File: src/rtl/vram_map_pkg.sv
// VRAM write-port address map, region and window-FSM types shared by the
// write router and the readback path.
package vram_map_pkg;

    localparam logic [12:0] TILE_BASE = 13'h0000;
    localparam logic [12:0] PAT_BASE  = 13'h0800;
    localparam logic [12:0] PAL_BASE  = 13'h1800;
    localparam logic [12:0] SPR_BASE  = 13'h1A00;
    localparam logic [12:0] SPR_LAST  = 13'h1A27;

    localparam int TILE_AW  = 11;
    localparam int PAT_AW   = 12;
    localparam int PAL_AW   = 9;
    localparam int SPR_AW   = 6;
    localparam int LOCAL_AW = 12;

    typedef enum logic [2:0] {
        REG_TILE = 3'd0,
        REG_PAT  = 3'd1,
        REG_PAL  = 3'd2,
        REG_SPR  = 3'd3,
        REG_OOB  = 3'd4
    } vram_region_t;

    typedef enum logic [1:0] {
        ST_CLOSED = 2'd0,
        ST_IRQ    = 2'd1,
        ST_OPEN   = 2'd2
    } win_state_t;

endpackage

File: src/rtl/vram_addr_decode.sv
// Combinational decode of a 13-bit VRAM word address into a region and the
// region-local address (zero when out of bounds).
module vram_addr_decode
    import vram_map_pkg::*;
(
    input  logic [12:0]         addr,
    output vram_region_t        region,
    output logic [LOCAL_AW-1:0] local_addr
);

    // Ordered range compare; anything above the sprite table is out of bounds.
    always_comb begin
        region     = REG_OOB;
        local_addr = 12'h000;
        if (addr < PAT_BASE) begin
            region     = REG_TILE;
            local_addr = {1'b0, addr[10:0]};
        end else if (addr < PAL_BASE) begin
            region     = REG_PAT;
            local_addr = 12'(addr - PAT_BASE);
        end else if (addr < SPR_BASE) begin
            region     = REG_PAL;
            local_addr = 12'(addr - PAL_BASE);
        end else if (addr <= SPR_LAST) begin
            region     = REG_SPR;
            local_addr = 12'(addr - SPR_BASE);
        end else begin
            region     = REG_OOB;
            local_addr = 12'h000;
        end
    end

endmodule

File: src/rtl/vram_write_router.sv
// Per-frame VRAM write window: raises the CPU interrupt at vblank_start,
// routes h2f writes to tile/pattern/palette/sprite RAM one cycle later.
module vram_write_router
    import vram_map_pkg::*;
#(
    parameter int DROP_CNT_W = 16,
    parameter int IRQ_LEN    = 1
) (
    input  logic                  clk,
    input  logic                  rst_n,
    input  logic                  vblank_start,
    input  logic                  vblank_end,
    input  logic                  cpu_wr_busy,
    input  logic [12:0]           h2f_vram_wraddr,
    input  logic                  h2f_vram_wren,
    input  logic [63:0]           h2f_vram_wrdata,
    input  logic [7:0]            h2f_vram_byteena,
    output logic                  cpu_vram_wr_irq,
    output logic                  window_open,
    output logic [TILE_AW-1:0]    tile_wraddr,
    output logic                  tile_wren,
    output logic [PAT_AW-1:0]     pat_wraddr,
    output logic                  pat_wren,
    output logic [PAL_AW-1:0]     pal_wraddr,
    output logic                  pal_wren,
    output logic [SPR_AW-1:0]     spr_wraddr,
    output logic                  spr_wren,
    output logic [63:0]           vram_wrdata,
    output logic [7:0]            vram_byteena,
    output logic [DROP_CNT_W-1:0] drop_count,
    output logic                  err_oob,
    output logic                  err_overrun
);

    localparam logic [3:0] IRQ_LEN_C = 4'(IRQ_LEN);

    vram_region_t        region_s;
    logic [LOCAL_AW-1:0] local_addr_s;
    logic                accept_s;
    logic                drop_s;

    win_state_t          state_q, state_d;
    logic [3:0]          irq_cnt_q, irq_cnt_d;
    logic                irq_q, irq_d;
    logic                window_q, window_d;
    logic                tile_wren_q, tile_wren_d;
    logic                pat_wren_q, pat_wren_d;
    logic                pal_wren_q, pal_wren_d;
    logic                spr_wren_q, spr_wren_d;
    logic [TILE_AW-1:0]  tile_addr_q, tile_addr_d;
    logic [PAT_AW-1:0]   pat_addr_q, pat_addr_d;
    logic [PAL_AW-1:0]   pal_addr_q, pal_addr_d;
    logic [SPR_AW-1:0]   spr_addr_q, spr_addr_d;
    logic [63:0]         wrdata_q, wrdata_d;
    logic [7:0]          byteena_q, byteena_d;
    logic [DROP_CNT_W-1:0] drop_cnt_q, drop_cnt_d;
    logic                err_oob_q, err_oob_d;
    logic                err_overrun_q, err_overrun_d;

    vram_addr_decode u_decode (
        .addr       (h2f_vram_wraddr),
        .region     (region_s),
        .local_addr (local_addr_s)
    );

    // Window FSM next state; acceptance uses the current registered state.
    always_comb begin
        state_d   = state_q;
        irq_cnt_d = irq_cnt_q;
        irq_d     = irq_q;
        window_d  = window_q;
        case (state_q)
            ST_CLOSED: begin
                if (vblank_start) begin
                    state_d   = ST_IRQ;
                    irq_cnt_d = IRQ_LEN_C;
                    irq_d     = 1'b1;
                    window_d  = 1'b1;
                end else begin
                    irq_d    = 1'b0;
                    window_d = 1'b0;
                end
            end
            ST_IRQ: begin
                if (vblank_end) begin
                    state_d  = ST_CLOSED;
                    irq_d    = 1'b0;
                    window_d = 1'b0;
                end else if (irq_cnt_q <= 4'd1) begin
                    state_d  = ST_OPEN;
                    irq_d    = 1'b0;
                end else begin
                    irq_cnt_d = irq_cnt_q - 4'd1;
                end
            end
            ST_OPEN: begin
                if (vblank_end) begin
                    state_d  = ST_CLOSED;
                    window_d = 1'b0;
                end else begin
                    window_d = 1'b1;
                end
            end
            default: begin
                state_d  = ST_CLOSED;
                irq_d    = 1'b0;
                window_d = 1'b0;
            end
        endcase
    end

    // Write routing, drop accounting and sticky error flags.
    always_comb begin
        accept_s      = h2f_vram_wren && (state_q != ST_CLOSED) && (region_s != REG_OOB);
        drop_s        = h2f_vram_wren && ((state_q == ST_CLOSED) || (region_s == REG_OOB));
        tile_wren_d   = accept_s && (region_s == REG_TILE);
        pat_wren_d    = accept_s && (region_s == REG_PAT);
        pal_wren_d    = accept_s && (region_s == REG_PAL);
        spr_wren_d    = accept_s && (region_s == REG_SPR);
        tile_addr_d   = tile_addr_q;
        pat_addr_d    = pat_addr_q;
        pal_addr_d    = pal_addr_q;
        spr_addr_d    = spr_addr_q;
        wrdata_d      = wrdata_q;
        byteena_d     = byteena_q;
        if (h2f_vram_wren) begin
            tile_addr_d = local_addr_s[TILE_AW-1:0];
            pat_addr_d  = local_addr_s[PAT_AW-1:0];
            pal_addr_d  = local_addr_s[PAL_AW-1:0];
            spr_addr_d  = local_addr_s[SPR_AW-1:0];
            wrdata_d    = h2f_vram_wrdata;
            byteena_d   = h2f_vram_byteena;
        end else begin
            wrdata_d    = wrdata_q;
        end
        drop_cnt_d = drop_cnt_q;
        if (drop_s && (drop_cnt_q != {DROP_CNT_W{1'b1}})) begin
            drop_cnt_d = drop_cnt_q + DROP_CNT_W'(1);
        end else begin
            drop_cnt_d = drop_cnt_q;
        end
        err_oob_d     = err_oob_q | (h2f_vram_wren && (region_s == REG_OOB));
        err_overrun_d = err_overrun_q |
                        (vblank_end && cpu_wr_busy && (state_q != ST_CLOSED));
    end

    // All state and outputs registered; reset drops any in-flight write.
    always_ff @(posedge clk or negedge rst_n) begin
        if (!rst_n) begin
            state_q       <= ST_CLOSED;
            irq_cnt_q     <= 4'd0;
            irq_q         <= 1'b0;
            window_q      <= 1'b0;
            tile_wren_q   <= 1'b0;
            pat_wren_q    <= 1'b0;
            pal_wren_q    <= 1'b0;
            spr_wren_q    <= 1'b0;
            tile_addr_q   <= '0;
            pat_addr_q    <= '0;
            pal_addr_q    <= '0;
            spr_addr_q    <= '0;
            wrdata_q      <= 64'd0;
            byteena_q     <= 8'd0;
            drop_cnt_q    <= '0;
            err_oob_q     <= 1'b0;
            err_overrun_q <= 1'b0;
        end else begin
            state_q       <= state_d;
            irq_cnt_q     <= irq_cnt_d;
            irq_q         <= irq_d;
            window_q      <= window_d;
            tile_wren_q   <= tile_wren_d;
            pat_wren_q    <= pat_wren_d;
            pal_wren_q    <= pal_wren_d;
            spr_wren_q    <= spr_wren_d;
            tile_addr_q   <= tile_addr_d;
            pat_addr_q    <= pat_addr_d;
            pal_addr_q    <= pal_addr_d;
            spr_addr_q    <= spr_addr_d;
            wrdata_q      <= wrdata_d;
            byteena_q     <= byteena_d;
            drop_cnt_q    <= drop_cnt_d;
            err_oob_q     <= err_oob_d;
            err_overrun_q <= err_overrun_d;
        end
    end

    assign cpu_vram_wr_irq = irq_q;
    assign window_open     = window_q;
    assign tile_wraddr     = tile_addr_q;
    assign tile_wren       = tile_wren_q;
    assign pat_wraddr      = pat_addr_q;
    assign pat_wren        = pat_wren_q;
    assign pal_wraddr      = pal_addr_q;
    assign pal_wren        = pal_wren_q;
    assign spr_wraddr      = spr_addr_q;
    assign spr_wren        = spr_wren_q;
    assign vram_wrdata     = wrdata_q;
    assign vram_byteena    = byteena_q;
    assign drop_count      = drop_cnt_q;
    assign err_oob         = err_oob_q;
    assign err_overrun     = err_overrun_q;

endmodule

File: config.mk
export PLATFORM = sky130hd
export DESIGN_NAME = vram_write_router
export DESIGN_NICKNAME = d
export VERILOG_FILES = /design/src/rtl/vram_map_pkg.sv /design/src/rtl/vram_addr_decode.sv /design/src/rtl/vram_write_router.sv
export SDC_FILE = /design/constraint.sdc
export NUM_CORES = 1
export LEC_CHECK = 0
export ABC_AREA = 0
export ABC_CLOCK_PERIOD_IN_PS = 1800
export CAP_MARGIN = 30
export CORE_MARGIN = 2
export CORE_UTILIZATION = 35
export CTS_CLUSTER_DIAMETER = 40
export CTS_CLUSTER_SIZE = 14
export DETAILED_ROUTE_END_ITERATION = 6
export GPL_ROUTABILITY_DRIVEN = 0
export MAX_ROUTING_LAYER = met4
export PLACE_DENSITY = 0.69
export SYNTH_ARGS = -nofsm -noshare
export SYNTH_HDL_FRONTEND = slang
export SYNTH_HIERARCHICAL = 1
export SYNTH_SLANG_ARGS = --single-unit
File: constraint.sdc
create_clock -name clk -period 1.8 [get_ports clk]
set_input_delay 0.18 -clock clk [delete_from_list [all_inputs] [get_ports clk]]
set_output_delay 0.18 -clock clk [all_outputs]
set_load 0.1 [all_outputs]
Word level (Yosys, flattened, before mapping)

Index checks and enable logic that the tools add are counted.

Bits of input ports: 91
Bits in latches: 0
Memories kept: 0
Bits in read-only memories: 0
RAM bits: 0
Register bits after elaboration: 140

Order comparisons: 5
$add $sub $neg: 5
$mul: 0
Shift-type cells: 0
Bitwise logic cells: 3
Reductions and logical operators: 19
Div/mod/pow operators: 0
Equality and inequality tests: 14
Multiplexer cells: 24

Operator list:

| operator                                                               | number |
|---|---|
| 12-bit 2-to-1 mux                                                      | 4 |
| 12-bit subtractor, second input constant                               | 3 |
| 13-bit < comparator, second input constant                             | 2 |
| 16-bit by 1-bit adder with 16-bit output, second input constant        | 1 |
| 16-bit inequality test, second input constant                          | 1 |
| 13-bit <= comparator, second input constant                            | 1 |
| 13-bit by 12-bit < comparator with 1-bit output, second input constant | 1 |
| 3-bit 2-to-1 mux                                                       | 4 |
| 4-bit 2-to-1 mux                                                       | 3 |
| 1-bit logical AND                                                      | 11 |
| 2-bit inequality test, second input constant                           | 5 |
| 2-bit 2-to-1 mux                                                       | 4 |
| 4-bit case mux with 2 select lines                                     | 1 |
| 3-bit by 2-bit equality test with 1-bit output, second input constant  | 2 |
| 3-bit inequality test, second input constant                           | 2 |
| 1-bit case mux with 3 select lines                                     | 2 |
| 2-bit case mux with 3 select lines                                     | 1 |
| 1-bit 2-to-1 mux                                                       | 5 |
| 4-bit by 1-bit <= comparator with 1-bit output, second input constant  | 1 |
| 4-bit AND reduction                                                    | 1 |
| 2-bit nonzero test                                                     | 2 |
| 4-bit by 1-bit subtractor with 4-bit output, second input constant     | 1 |
| 3-bit by 1-bit equality test with 1-bit output, second input constant  | 1 |
| 3-bit equality test, second input constant                             | 1 |
| other kinds (9)                                                        | 10 |

Logic depth before layout (Yosys ltp)

Depth after elaboration: 9
Gate-level depth with buffers: 11
Gate-level depth less buffers: 10

Hierarchy

Netlist, hierarchy kept.

By module, submodules not included:

| module            | instances | area an instance (um^2) | sequential area each (um^2) | cells an instance |
|---|---|---|---|---|
| vram_write_router | 1         | 4,777.1                 | 2,852.7                     | 341 |
| vram_addr_decode  | 1         | 264.0                   | 0.0                         | 37 |

Worst setup path after synthesis

Ideal clock, no wire load.

Kind: flip-flop to flip-flop
Start: register drop_cnt_q[0], in the netlist drop_count[0]
End: register drop_cnt_q[6], in the netlist drop_count[6]
Slack: -0.583 ns
Library setup time: 0.163 ns
Data arrival time: 2.220 ns
Stages on the path, launching flop included: 7
Period minus slack after synthesis: 2.383 ns
Path through: dfrtp_1 -> ha_1 -> nand4_1 -> nor4_1 -> buf_4 -> nor4b_1 -> xor2_1

Longest elaborated chain between the ends: 2
Elaborated cells on any way between the ends: 3

Ends and longest elaborated chain:

| item                                                                                             | RTL line                 | text |
|---|---|---|
| from (decl)                                                                                      | vram_write_router.sv:56  | `logic [DROP_CNT_W-1:0] drop_cnt_q, drop_cnt_d;` |
| from (signal assigned)                                                                           | vram_write_router.sv:182 | `drop_cnt_q <= drop_cnt_d;` |
| parallel branches: the longest is 2 deep, another holds 16-bit by 1-bit adder with 16-bit output | --                       |  |

Parallel ways; which one is timed is not known.
A chain may end at the register's enable or synchronous reset.

Worst setup path in the final report

Start: input h2f_vram_wraddr[1]
End: register drop_cnt_q[13], in the netlist drop_count[13]

Longest elaborated chain between the ends: 9
Elaborated cells on any way between the ends: 12

Ends and longest elaborated chain:

| item                    | RTL line                 | text |
|---|---|---|
| from (decl)             | vram_write_router.sv:14  | `input logic [12:0] h2f_vram_wraddr,` |
| 13-bit <= comparator    | vram_addr_decode.sv:24   | `end else if (addr <= SPR_LAST) begin` |
| 3-bit 2-to-1 mux        | vram_addr_decode.sv:24   |  |
| 3-bit 2-to-1 mux        | vram_addr_decode.sv:21   | `end else if (addr < SPR_BASE) begin` |
| 3-bit 2-to-1 mux        | vram_addr_decode.sv:18   | `end else if (addr < PAL_BASE) begin` |
| 3-bit 2-to-1 mux (*)    | vram_addr_decode.sv:15   | `if (addr < PAT_BASE) begin` |
| net region_s[0]         | vram_write_router.sv:37  | `vram_region_t region_s;` |
| 3-bit equality test (*) | vram_write_router.sv:115 | `drop_s = h2f_vram_wren && ((state_q == ST_CLOSED) \|\| (region_s == REG_OOB));` |
| 1-bit logical OR (*)    | vram_write_router.sv:115 |  |
| 1-bit logical AND (*)   | vram_write_router.sv:115 |  |
| 1-bit logical AND (*)   | vram_write_router.sv:137 | `if (drop_s && (drop_cnt_q != {DROP_CNT_W{1'b1}})) begin` |

The timed path passes the listed nets; every way through them passes the cells marked *.

==> implementation parameters <==
Parameter                              Value

Outcome
  Run status    finished with violations
  Failing checks    negative setup slack

Drt
  Met2 layer wire length in the routed design    roughly 6.7 mm
  Vias    3910
  Final wirelength    around 13 mm
  Uppermost layer routed    met4
  Vias per cell    ~4.8
  Routed metal-1 wire length    a little over 5 mm
  Post-detailed-route count of antenna-violating nets    0
  DRT iter0 DRCs    146
  Routed met3 length    approximately 950 um
  Wire per inst    between 15 and 20 um
  DRT Pass-1 Iters    4
  DRC errors left    0

Yosys
  Total of flip-flops plus latches after synthesis    ~110
  Fraction of synthesized area in multiplexers    0.1938
  Net count after synthesis    around 470
  Largest family of logic cells by synthesized area    multiplexers
  Ys flop type    sky130_fd_sc_hd__dfrtp_1
  Synth Instances    between 300 and 400
  Post-synthesis cell area    slightly above 5000 sq um
  Fraction of registers with async set or reset after synthesis    1.000
  Xor-xnor portion of the synthesized cell area    0.02606
  Post-synthesis sequential area ratio    0.5659
  Compound-Gate Fraction of Synth Area    0.03797
  Average instance area after synthesis    between 10 and 15 sq um
  Cell types with the largest area share after synthesis    sky130_fd_sc_hd__dfrtp_1 57%, sky130_fd_sc_hd__mux2_2 19%, sky130_fd_sc_hd__buf_4 4.0%
  Fraction of the mapped netlist area in simple logic gates    0.1045
  Share of the synthesized area in the top cell type    0.5659
  Post-synthesis share of cell area spent on full adders, half adders and majority gates    0.01241
  Number of enable flip-flop cells after synthesis    0
  Distinct cell type count of the synthesized netlist    54
  Largest area contributor in the synthesized netlist    sky130_fd_sc_hd__dfrtp_1
  Count of warnings emitted by yosys    6

Setup path
  CP endpoint kind    register
  End point of the critical path    drop_count[13]$_DFFE_PN0P_
  Data arrival time of the critical path    roughly 2.2 ns
  Worst setup path category    input port to register
  Kind of start point of the critical path    input port
  CP max stage delay    0.38 ns
  Worst path slowest cell    sky130_fd_sc_hd__a311o_1
  Sequence of cells on the critical path    buf_6, a311o_1, a311o_1, a21o_1, a31oi_4, and4bb_2, a21oi_4, buf_6, nor4_4, xor2_1
  Critical path required time    approximately 2.1 ns
  Reg-to-Reg Start    drop_count[1]$_DFFE_PN0P_
  Reg2Reg Setup Slack    roughly 0.030 ns
  Worst r2r dst    drop_count[1]$_DFFE_PN0P_
  CP Max Fanout    7
  Crit. Startpoint    h2f_vram_wraddr[1]
  Number of cells on the worst reg-to-reg path    6

Placed design
  Number of instances in the placed design    slightly below 800
  Count of input and output buffers    roughly 220
  Post-detailed-placement half-perimeter wirelength    between 9 and 10 mm
  Worst-case setup slack after placement    -1.045 ns

STA
  PnR worst setup slack    -0.1495 ns
  Final cycle utilization of the critical path    1.083
  RSZ-0062 raised after global routing    yes
  Setup violation total in the final timing report    16
  Slew at the pin closest to its max-slew limit    between 0.5 and 0.6 ns
  Headroom to the max-slew limit    0.6232
  Total count of hold-check failures in the final report    0
  Final Critical Period    1.950 ns
  FMAX    512.9 MHz
  Maximum clock skew at final layout    about 0.0044 ns
  Number of pins exceeding their max-slew limit in the final report    0

Global routing
  First-pass GRT wire length    ~20 mm
  Maximum number of pins on one net before global-route repair    63
  Global route total overflow    0
  GRT Util Overall    0.1753
  Number of global-route vias before repair    4028
  Antenna violations before repair    0

Floorplanning
  Die Wd    between 100 and 150 um
  Area of the core    13990 sq um
  Count of pins on the block boundary    225
  Die Outline Area    15380 sq um
  Number of placement rows    43
  Die Ht    between 100 and 150 um
  Initial Utilization    0.3604

Clocking
  Source-to-sink clock delay at the later pin of the worst-skew pair    ~0.4 ns
  Count of H-tree levels built during CTS    4
  Number of CTS-inserted buffers    17
  Clock transition time at the flip-flop clock pins of the worst setup and hold paths    0.05 ns
  Clock tree from TritonCTS    done
  # clock sinks    114
  Clock root buffer master    sky130_fd_sc_hd__clkbuf_16
  Number of buffers on the longest clock path    2

Flow run
  Number of maximum-capacitance violations    0

Power
  Power density over the cells    1450 nW/um^2
  Leakage power    3.665 nW
  Max VDD drop    between 0.7 and 0.8 mV

Min path
  Path type of the worst min-delay path    input port to register

Finish
  Ratio of cells with drive above 1 in the final layout    0.5403
  Final std cells w/o fill    slightly above 800
  Number of diodes    0
  Area taken by flip-flops and latches    ~2900 sq um
  Count of nets after finishing    716
  Layout Area Growth over Synthesis    58.80%
  Multi-input gate area    ~2000 sq um
  Filler cell count    1191
==> Yosys cell counts (all sizes together), types with 3 or more instances <==
library cell	count
dfrtp	114
mux2	85
buf	35
xor2	15
nand2	14
and2	11
nor2	10
inv	9
nor3	9
nor4	8
nand3	7
ha	5
nand4	5
and3	4
clkbuf	4
nor4b	4
a21oi	3
o21ai	3
==> per-layer routing <==
layer | up-vias | track usage
met4 | 0 | 0.07093
li1 | 1806 | -
met2 | 161 | 0.2905
met1 | 1926 | 0.1994
met3 | 17 | 0.05220
met5 | - | -
==> flip-flops by register name, summed over array words and instances, names as in the netlist <==
signal	cells
tile_wren	1
window_open	1
vram_byteena	8
tile_wraddr	10
err_oob	1
spr_wren	1
err_overrun	1
vram_wrdata	64
pat_wren	1
pat_wraddr	2
state_q	2
cpu_vram_wr_irq	1
drop_count	16
pal_wren	1
irq_cnt_q	4
==> layout make-up <==
class,instances,area share
Sequential cell,114,0.3595
Timing Repair Buffer,262,0.2740
Multi-Input combinational cell,216,0.2529
Clock buffer,23,0.06221
Tap cell,180,0.02813
Clock inverter,9,0.01876
Inverter,9,0.004533
==> cells by family (layout without fill, tap and decap cells) <==
| logic type | after synthesis | count (layout) |
|---|---|---|
| simple gates | 85 | 85 |
| compound gates | 24 | 24 |
| fa+ha+maj | 5 | 5 |
| mux | 87 | 87 |
| buf+inv | 48 | 303 |
| xor+xnor | 15 | 15 |
| flops | 114 | 114 |
==> power by group <==
group / total (mW) / leakage, nW / switching [mW] / internal, mW
Combinational: 4.77 / 2.00 / 3.56 / 1.21
Clock: 3.63 / 0.315 / 1.14 / 2.49
Sequential: 3.21 / 1.35 / 0.281 / 2.93
Total: 11.6 / 3.66 / 4.98 / 6.63
==> layout by cell type (no fill, tap or decap), drive strengths merged, types with 4 or more instances in the layout <==
master         count
and2              11
and3               4
buf              182
bufinv             4
clkbuf            24
clkdlybuf4s50     75
dfrtp            114
ha                 5
inv                9
mux2              85
nand2             14
nand3              7
nand4              5
nor2              10
nor3               9
nor4               8
nor4b              4
xor2              15
==> worst max-delay path, delay by kind of cell <==
| family | cells | cell delay [ns] |
|---|---|---|
| AOI/OAI and AO/OA | 5 | 1.29 |
| buffers and inverters | 2 | 0.28 |
| xor gates and xnor gates | 1 | 0.16 |
| and+or+nand+nor | 2 | 0.31 |
==> what timing repair did <==
item / CTS / global route
endpoints found under the hold margin: 114 / 0
pin swaps: 12 / 10
resized for setup: 56 / 9
gates cloned: 1 / 0
setup buffers: 3 / 1
hold buffers: 1 / 0
setup endpoints to repair: 21 / 18
==> worst min-delay path by stage <==
stage	start	endpoint	slack, ns	cells past startpoint
5_1_grt	h2f_vram_wraddr[2]	tile_wraddr[2]$_DFFE_PN0P_	0.12	3
2_1_floorplan	rst_n	cpu_vram_wr_irq$_DFFE_PN0P_	-0.12	0
3_3_place_gp	rst_n	drop_count[10]$_DFFE_PN0P_	0.03	1
4_1_cts	h2f_vram_wraddr[2]	tile_wraddr[2]$_DFFE_PN0P_	0.12	3
3_5_place_dp	rst_n	drop_count[9]$_DFFE_PN0P_	0.04	1
6_report	h2f_vram_wraddr[2]	tile_wraddr[2]$_DFFE_PN0P_	0.13	3
==> through the flow <==
| step | total power [mW] | cell area, sq um | hold slack, ns | utilization | setup TNS (ns) |
|---|---|---|---|---|---|
| after floorplan | 6.760 | 5112 | -0.1156 | - | -4.680 |
| after global placement | 7.865 | 7242 | 0.03287 | 0.5177 | -20.23 |
| after detailed placement | 7.921 | 7242 | 0.03613 | 0.5177 | -21.90 |
| after CTS | 11.70 | 7964 | 0.1160 | 0.5693 | -2.195 |
| after global routing | 12.08 | 8005 | 0.1175 | 0.5723 | -2.944 |
| final | 11.61 | 8005 | 0.1312 | 0.5723 | -1.875 |
(Power assumes the default switching activity.)
